## src/rtl/ldm_wb_seq_if.sv

```systemverilog
// Bus bundle for the load-multiple writeback sequencer.
// Carries the request, the memory read handshake and the register-file
// write port. The master side issues requests and returns memory data.
// The slave side is the sequencer itself.
interface ldm_wb_seq_if;
  // request
  logic        start;
  logic [15:0] reg_list;
  logic [31:0] base;
  logic [3:0]  base_reg;
  logic        up;
  logic        wb_en;
  // memory read handshake
  logic        mem_valid;
  logic [31:0] mem_data;
  logic        mem_ready;
  logic [31:0] addr;
  // register-file write port and status
  logic [31:0] PW;
  logic [3:0]  C;
  logic        RFLd;
  logic        pc_wr;
  logic        busy;
  logic        done;

  modport master (
    output start, reg_list, base, base_reg, up, wb_en, mem_valid, mem_data,
    input  mem_ready, addr, PW, C, RFLd, pc_wr, busy, done
  );

  modport slave (
    input  start, reg_list, base, base_reg, up, wb_en, mem_valid, mem_data,
    output mem_ready, addr, PW, C, RFLd, pc_wr, busy, done
  );
endinterface

```

## src/rtl/ldm_wb_seq.sv

```systemverilog
// Load-multiple writeback sequencer.
// Walks a 16-bit register bitmap lowest index first. It requests one word
// per set bit, writes each accepted word into the register file one cycle
// later, and then optionally writes the updated base register back.
// Optional feature: define LDM_PC_WRITE_EN to honour bit 15 (R15/PC) of the
// list and to drive pc_wr. Without it, bit 15 is dropped when the request
// is latched and pc_wr is tied low.
module ldm_wb_seq (
  input  logic        CLK,
  input  logic        RST,
  ldm_wb_seq_if.slave bus
);

  typedef enum logic [1:0] {
    IDLE  = 2'd0,
    LOAD  = 2'd1,
    WBASE = 2'd2,
    FIN   = 2'd3
  } state_t;

`ifdef LDM_PC_WRITE_EN
  localparam logic [15:0] LIST_MASK = 16'hFFFF;
`else
  localparam logic [15:0] LIST_MASK = 16'h7FFF;
`endif

  // Number of set bits in a register list (0..16).
  function automatic logic [4:0] popcount16(input logic [15:0] v);
    logic [4:0] n;
    n = '0;
    for (int i = 0; i < 16; i++) begin
      n = n + {4'd0, v[i]};
    end
    return n;
  endfunction

  // Index of the lowest set bit; 0 when the list is empty.
  function automatic logic [3:0] lowest_set(input logic [15:0] v);
    logic [3:0] idx;
    idx = '0;
    for (int i = 15; i >= 0; i--) begin
      if (v[i]) idx = 4'(i);
    end
    return idx;
  endfunction

  state_t      state;
  state_t      state_nxt;

  // latched request
  logic [15:0] list_q;       // registers still to be loaded
  logic [3:0]  base_reg_q;
  logic        wb_need_q;    // base writeback still wanted after the loads
  logic [31:0] wb_val_q;     // updated base value

  // registered outputs
  logic [31:0] addr_q;
  logic [31:0] pw_q;
  logic [3:0]  c_q;
  logic        rfld_q;

  // combinational outputs
  logic        mem_ready_c;
  logic        busy_c;
  logic        done_c;

  // request decode, used only while IDLE
  logic [15:0] list_in;
  logic [4:0]  n_in;
  logic [31:0] span_in;
  logic [31:0] addr_first_in;
  logic [31:0] wb_val_in;
  logic        wb_need_in;

  // load walk
  logic        accept;
  logic [3:0]  cur_idx;
  logic        last_word;

  assign list_in       = bus.reg_list & LIST_MASK;
  assign n_in          = popcount16(list_in);
  assign span_in       = {25'd0, n_in, 2'b00};
  assign addr_first_in = bus.up ? bus.base : bus.base - span_in;
  assign wb_val_in     = bus.up ? bus.base + span_in : bus.base - span_in;
  // A loaded base register wins over the writeback value.
  assign wb_need_in    = bus.wb_en & ~list_in[bus.base_reg];

  assign accept    = mem_ready_c & bus.mem_valid;
  assign cur_idx   = lowest_set(list_q);
  // Only one bit left means the word being accepted is the final one.
  assign last_word = (list_q & (list_q - 16'd1)) == 16'd0;

  // State register.
  // NOTE: clocked processes use non-blocking assignments only, so every
  // flop samples values from before the edge regardless of process order.
  always_ff @(posedge CLK or negedge RST) begin
    if (!RST) state <= IDLE;
    else      state <= state_nxt;
  end

  // Next-state decode and the state-derived handshake/status outputs.
  // NOTE: every output of this block gets a default before the case, so no
  // path leaves a value unassigned and no latch is inferred.
  always_comb begin
    state_nxt   = state;
    mem_ready_c = 1'b0;
    busy_c      = 1'b1;
    done_c      = 1'b0;
    unique case (state)
      IDLE: begin
        busy_c = 1'b0;
        if (bus.start) begin
          if (n_in == 5'd0) state_nxt = wb_need_in ? WBASE : FIN;
          else              state_nxt = LOAD;
        end
      end
      LOAD: begin
        mem_ready_c = 1'b1;
        if (bus.mem_valid && last_word) state_nxt = wb_need_q ? WBASE : FIN;
      end
      WBASE: state_nxt = FIN;
      FIN: begin
        done_c    = 1'b1;
        state_nxt = IDLE;
      end
      default: state_nxt = IDLE;
    endcase
  end

  // Request latch, address walk and register-file write port.
  always_ff @(posedge CLK or negedge RST) begin
    if (!RST) begin
      list_q     <= '0;
      base_reg_q <= '0;
      wb_need_q  <= 1'b0;
      wb_val_q   <= '0;
      addr_q     <= '0;
      pw_q       <= '0;
      c_q        <= '0;
      rfld_q     <= 1'b0;
    end else begin
      rfld_q <= 1'b0;
      unique case (state)
        IDLE: begin
          if (bus.start) begin
            list_q     <= list_in;
            base_reg_q <= bus.base_reg;
            wb_need_q  <= wb_need_in;
            wb_val_q   <= wb_val_in;
            addr_q     <= addr_first_in;
          end
        end
        LOAD: begin
          if (accept) begin
            rfld_q <= 1'b1;
            c_q    <= cur_idx;
            pw_q   <= bus.mem_data;
            list_q <= list_q & (list_q - 16'd1);
            addr_q <= addr_q + 32'd4;
          end
        end
        WBASE: begin
          rfld_q <= 1'b1;
          c_q    <= base_reg_q;
          pw_q   <= wb_val_q;
        end
        default: ;
      endcase
    end
  end

  assign bus.mem_ready = mem_ready_c;
  assign bus.busy      = busy_c;
  assign bus.done      = done_c;
  assign bus.addr      = addr_q;
  assign bus.PW        = pw_q;
  assign bus.C         = c_q;
  assign bus.RFLd      = rfld_q;

`ifdef LDM_PC_WRITE_EN
  assign bus.pc_wr = rfld_q & (c_q == 4'd15);
`else
  assign bus.pc_wr = 1'b0;
`endif

endmodule
```

## src/flat_wrapper.sv

```systemverilog
// flat-port wrapper written by rule: the top's interface ports become plain ports
module ldm_wb_seq_flat 
  (CLK, RST, bus_start, bus_reg_list, bus_base, bus_base_reg, bus_up, bus_wb_en, bus_mem_valid, bus_mem_data, bus_mem_ready, bus_addr, bus_PW, bus_C, bus_RFLd, bus_pc_wr, bus_busy, bus_done);
  ldm_wb_seq_if bus_i ();
  input  logic CLK;
  input  logic RST;
  input wire logic [$bits(bus_i.start)-1:0] bus_start;
  input wire logic [$bits(bus_i.reg_list)-1:0] bus_reg_list;
  input wire logic [$bits(bus_i.base)-1:0] bus_base;
  input wire logic [$bits(bus_i.base_reg)-1:0] bus_base_reg;
  input wire logic [$bits(bus_i.up)-1:0] bus_up;
  input wire logic [$bits(bus_i.wb_en)-1:0] bus_wb_en;
  input wire logic [$bits(bus_i.mem_valid)-1:0] bus_mem_valid;
  input wire logic [$bits(bus_i.mem_data)-1:0] bus_mem_data;
  output wire logic [$bits(bus_i.mem_ready)-1:0] bus_mem_ready;
  output wire logic [$bits(bus_i.addr)-1:0] bus_addr;
  output wire logic [$bits(bus_i.PW)-1:0] bus_PW;
  output wire logic [$bits(bus_i.C)-1:0] bus_C;
  output wire logic [$bits(bus_i.RFLd)-1:0] bus_RFLd;
  output wire logic [$bits(bus_i.pc_wr)-1:0] bus_pc_wr;
  output wire logic [$bits(bus_i.busy)-1:0] bus_busy;
  output wire logic [$bits(bus_i.done)-1:0] bus_done;
  assign bus_i.start = bus_start;
  assign bus_i.reg_list = bus_reg_list;
  assign bus_i.base = bus_base;
  assign bus_i.base_reg = bus_base_reg;
  assign bus_i.up = bus_up;
  assign bus_i.wb_en = bus_wb_en;
  assign bus_i.mem_valid = bus_mem_valid;
  assign bus_i.mem_data = bus_mem_data;
  assign bus_mem_ready = bus_i.mem_ready;
  assign bus_addr = bus_i.addr;
  assign bus_PW = bus_i.PW;
  assign bus_C = bus_i.C;
  assign bus_RFLd = bus_i.RFLd;
  assign bus_pc_wr = bus_i.pc_wr;
  assign bus_busy = bus_i.busy;
  assign bus_done = bus_i.done;
  ldm_wb_seq u_core (.CLK(CLK), .RST(RST), .bus(bus_i));
endmodule
```

## config.mk

```make
export PLATFORM = sky130hd
export DESIGN_NAME = ldm_wb_seq_flat
export DESIGN_NICKNAME = d
export VERILOG_FILES = /design/src/rtl/ldm_wb_seq_if.sv /design/src/rtl/ldm_wb_seq.sv /design/src/flat_wrapper.sv
export SDC_FILE = /design/constraint.sdc
export NUM_CORES = 1
export LEC_CHECK = 0
export ABC_AREA = 1
export CORE_MARGIN = 2
export CORE_UTILIZATION = 34
export CTS_CLUSTER_DIAMETER = 120
export CTS_CLUSTER_SIZE = 25
export DETAILED_ROUTE_END_ITERATION = 10
export PLACE_DENSITY = 0.58
export SLEW_MARGIN = 10
export SYNTH_ARGS = -nofsm -noshare
export SYNTH_HDL_FRONTEND = slang
export SYNTH_SLANG_ARGS = --single-unit
```

## constraint.sdc

```tcl
create_clock -name CLK -period 4.15 [get_ports CLK]
set_input_delay 0.415 -clock CLK [delete_from_list [all_inputs] [get_ports CLK]]
set_output_delay 0.415 -clock CLK [all_outputs]
set_load 0.02 [all_outputs]
```

==> impl_results.md <==
* Ys Warns at 0
* CTS H-tree lvls at 4
* Violated checks: setup timing
* Crit-path max cell delay at 0.61 ns
* Delay-heaviest family, CP: adder cells
* Maximum number of pins on one net before global-route repair at 71
* Status: complete, but fails checks
* Layout cells sized above 1 at 0.198
* Placed Area at 0.0117 mm²
* Clock Latency Late Sink at 0.43 ns
* Post-Synthesis Net Count at 1451
* Main combinational cell family by area after synthesis: simple AND/OR/NAND/NOR gates
* DIE HEIGHT at 168 µm
* CTS tree: done
* Pins Over Slew Limit at 0
* Worst-path clk slew at 0.07 ns
* Vias/cell at 5.25
* Switch share at 0.463
* Post-synthesis mux area share at 0
* Slew HR at 0.454
* Number of synthesized flops with an enable pin at 0
* # rows at 60
* Gr usage total at 0.239
* Logic pwr share at 0.598
* Endpoints failing hold at 0
* Startpoint types: input pin
* Synth Area in Simple Gates at 0.324
* Post-Syn Area per Cell at 6.92 µm²
* Nets at 1673
* Min-Delay Path Class: in2async
* Lkg Pwr at 5.77 nW
* Commonest non-fill, non-tap cell in the layout: nand2_1
* Post-synthesis sequential area ratio at 0.338
* GP Congestion at 0.940
* Synth Flop Type: dfrtp_1
* DRC at 0
* Hold Slack at 0.0576 ns
* Inserted Diodes at 0
* Adder-Cell Fraction of Synth Area at 0.0539
* Core area at 0.0267 mm²
* Final setup violation count at 57
* Most frequent cells in the layout: nand2_1 (310), clkdlybuf4s50_1 (151), dfrtp_1 (124), nor2_1 (119), inv_1 (114)
* Sequential power share at 0.240
* Iteration-0 DRC Markers at 814
* Asr flop ratio synth at 1.00
* Syn-to-layout area delta at 42.6%
* Synth Area in XOR/XNOR at 0.0248
* Core Util, Final at 0.490
* Avg WL per Cell at 18.1 µm
* Final Power at 0.00978 W
* Global-route wire length before repair at 53400 µm
* Post-route clock period utilization at 1.18
* Setup crit end kind: flip-flop
* Least-Margin Pin Slew at 0.820 ns
* HPWL Detailed at 24800 µm
* Chip Width at 168 µm
* Die area at 0.0284 mm²
* DR pass1 iterations at 5
* WP buf/inv at 4
* Synth cell types at 53
* Grt ovf at 0
* Gate count after technology mapping at 1328
* CTS Buf Count at 17
* Vias at 9997
* Clock share of power at 0.162
* Max VDD drop at 0.374 mV
* Clock Path Buffers at 2
* Post-synthesis compound-gate area fraction at 0.166
* Initial antenna violation count at 0
* Total wire length at 34400 µm
* Arr. time, crit path at 5.18 ns
* # fillers at 2666
* Vias in the first global route at 9449
* Crit path max fanout at 5
* NetSw at 0.00453 W
* PortBufs at 160
* Sink Count at 124
* Initial core utilization at 0.344
* Fmax at 204 MHz
* Finished Cell Area at 0.0131 mm²
* Power Internal at 0.00525 W
* Syn Std Cell Area at 0.00919 mm²
* Post-route ant nets at 0
* RSZ-0062 raised after global routing: yes
* Power Dens Cells at 746 mW/mm²
* Crit path cell chain: dlygate4sd2_1 > fa_1 > fa_2 > fa_1 > inv_1 > fa_1 > inv_2 > ha_4 > fa_2 > nand2_4 > a21oi_4 > ha_1 > inv_2 > a21oi_4 > nand2_2 > nor2_4 > nand2_8 > nor2_4 > nand2_1 > nand3_1 > nand3_1 > nand3_1 > o21ai_0
* Max Clock Skew at 0.0131 ns
* Root buffer cell: clkbuf_16
* # IOs at 163
* Worst endpoint required time at 4.43 ns
* Final Critical Period at 4.90 ns
* Seq cells post-synth at 124
* Worst setup margin at -0.747 ns
* Crit Path Class: in2reg
* CP max-delay cell: fa_1
* Max-Cap Viols at 0
## worst reg2reg max path: cells and delay by family (launching register included)
kind | cells | cell delay, ns
AOI/OAI and AO/OA | 5 | 0.83
buffers and inverters | 3 | 0.77
DFF | 1 | 0.42
adders and majority gates | 1 | 0.27
## registers in the layout (all words and copies together) (netlist names)
signal,count
u_core.base_reg_q,4
u_core.bus.C,4
u_core.bus.PW,32
u_core.bus.RFLd,1
u_core.bus.addr,32
u_core.list_q,16
u_core.state,2
u_core.wb_need_q,1
u_core.wb_val_q,32
## layout make-up
cell class	instances	area [µm²]	area share
multi-input combinational	998	5930	0.453
sequential	124	3100	0.237
timing repair buffer	268	2480	0.190
inverter	141	547	0.0417
clock buffer	21	480	0.0367
tap	341	427	0.0326
clock inverter	11	130	0.00993
## power by group through the flow
stage               clock, W  combinational [W]  sequential [W]
floorplan                  0            0.00274         0.00261
global placement           0            0.00498         0.00234
detailed placement         0            0.00502         0.00236
CTS                  0.00161            0.00534         0.00234
global route         0.00166            0.00640         0.00243
finish               0.00159            0.00585         0.00234
## metal layers
metal	track usage	part of all wire	routed length (µm)
met5	0	0	0
met3	0.0371	0.067	2310
met4	0.0611	0.017	595
met2	0.354	0.42	14600
met1	0.363	0.49	16900
## cell families after synthesis
| kind of cell | count (synthesis) |
|---|---|
| AND/OR/NAND/NOR | 673 |
| AO/OA/AOI/OAI | 265 |
| buffers and inverters | 206 |
| flip-flops | 124 |
| adder cells (fa/ha/maj) | 33 |
| XOR/XNOR | 26 |
| other | 1 |
## cell usage after synthesis (2+ instances only)
cell | number | share of area
a21oi_1 | 77 | 0.042
a21oi_2 | 2 | 0.0019
a22oi_1 | 8 | 0.0065
a31oi_1 | 52 | 0.035
a41oi_1 | 4 | 0.0038
and2_1 | 2 | 0.0014
buf_1 | 3 | 0.0012
buf_2 | 17 | 0.0093
buf_6 | 7 | 0.0086
clkbuf_1 | 36 | 0.015
dfrtp_1 | 124 | 0.34
fa_1 | 11 | 0.024
ha_1 | 22 | 0.030
inv_1 | 131 | 0.054
inv_2 | 9 | 0.0037
nand2_1 | 338 | 0.14
nand2_2 | 7 | 0.0048
nand3_1 | 86 | 0.047
nand3_2 | 3 | 0.0033
nand3b_1 | 3 | 0.0025
nand4_1 | 30 | 0.020
nor2_1 | 134 | 0.055
nor2_2 | 6 | 0.0041
nor2_4 | 7 | 0.0086
nor3_1 | 34 | 0.019
nor3_2 | 2 | 0.0022
nor4_1 | 10 | 0.0068
o211ai_1 | 21 | 0.017
o21ai_0 | 82 | 0.045
o21ai_1 | 6 | 0.0033
o21ai_2 | 2 | 0.0019
o22ai_1 | 2 | 0.0014
o31ai_1 | 2 | 0.0016
or2_2 | 5 | 0.0034
xnor2_1 | 2 | 0.0019
xor2_1 | 24 | 0.023
## per-stage QoR
stage	setup slack, ns	cells	TNS [ns]
finish	-0.747	1904	-33.39
global route	-0.918	1904	-43.88
CTS	-0.647	1891	-29.38
detailed placement	-1.84	1848	-94.76
global placement	-1.74	1848	-92.01
floorplan	-0.927	1328	-39.10
## final timing paths
path	slack (ns)	cells past startpoint	startpoint	to
hold / removal	0.06	1	RST	u_core.bus.PW[21]
setup reg to reg	1.71	9	u_core.state[1]	u_core.list_q[12]
min in group CLK	0.34	4	bus_reg_list[0]	u_core.list_q[0]
max in group asynchronous	3.20	2	RST	u_core.list_q[12]
hold reg to reg	0.47	2	u_core.wb_val_q[31]	u_core.wb_val_q[31]
setup / recovery	-0.75	23	bus_reg_list[10]	u_core.bus.addr[17]
## timing repair
action                                  4_1_cts  5_1_grt
endpoints found under the setup margin       61       60
pin swaps                                    45       31
setup buffers                                12       13
gates resized for setup                      96       83
hold buffers                                  0        0
(Power assumes the default switching activity.)
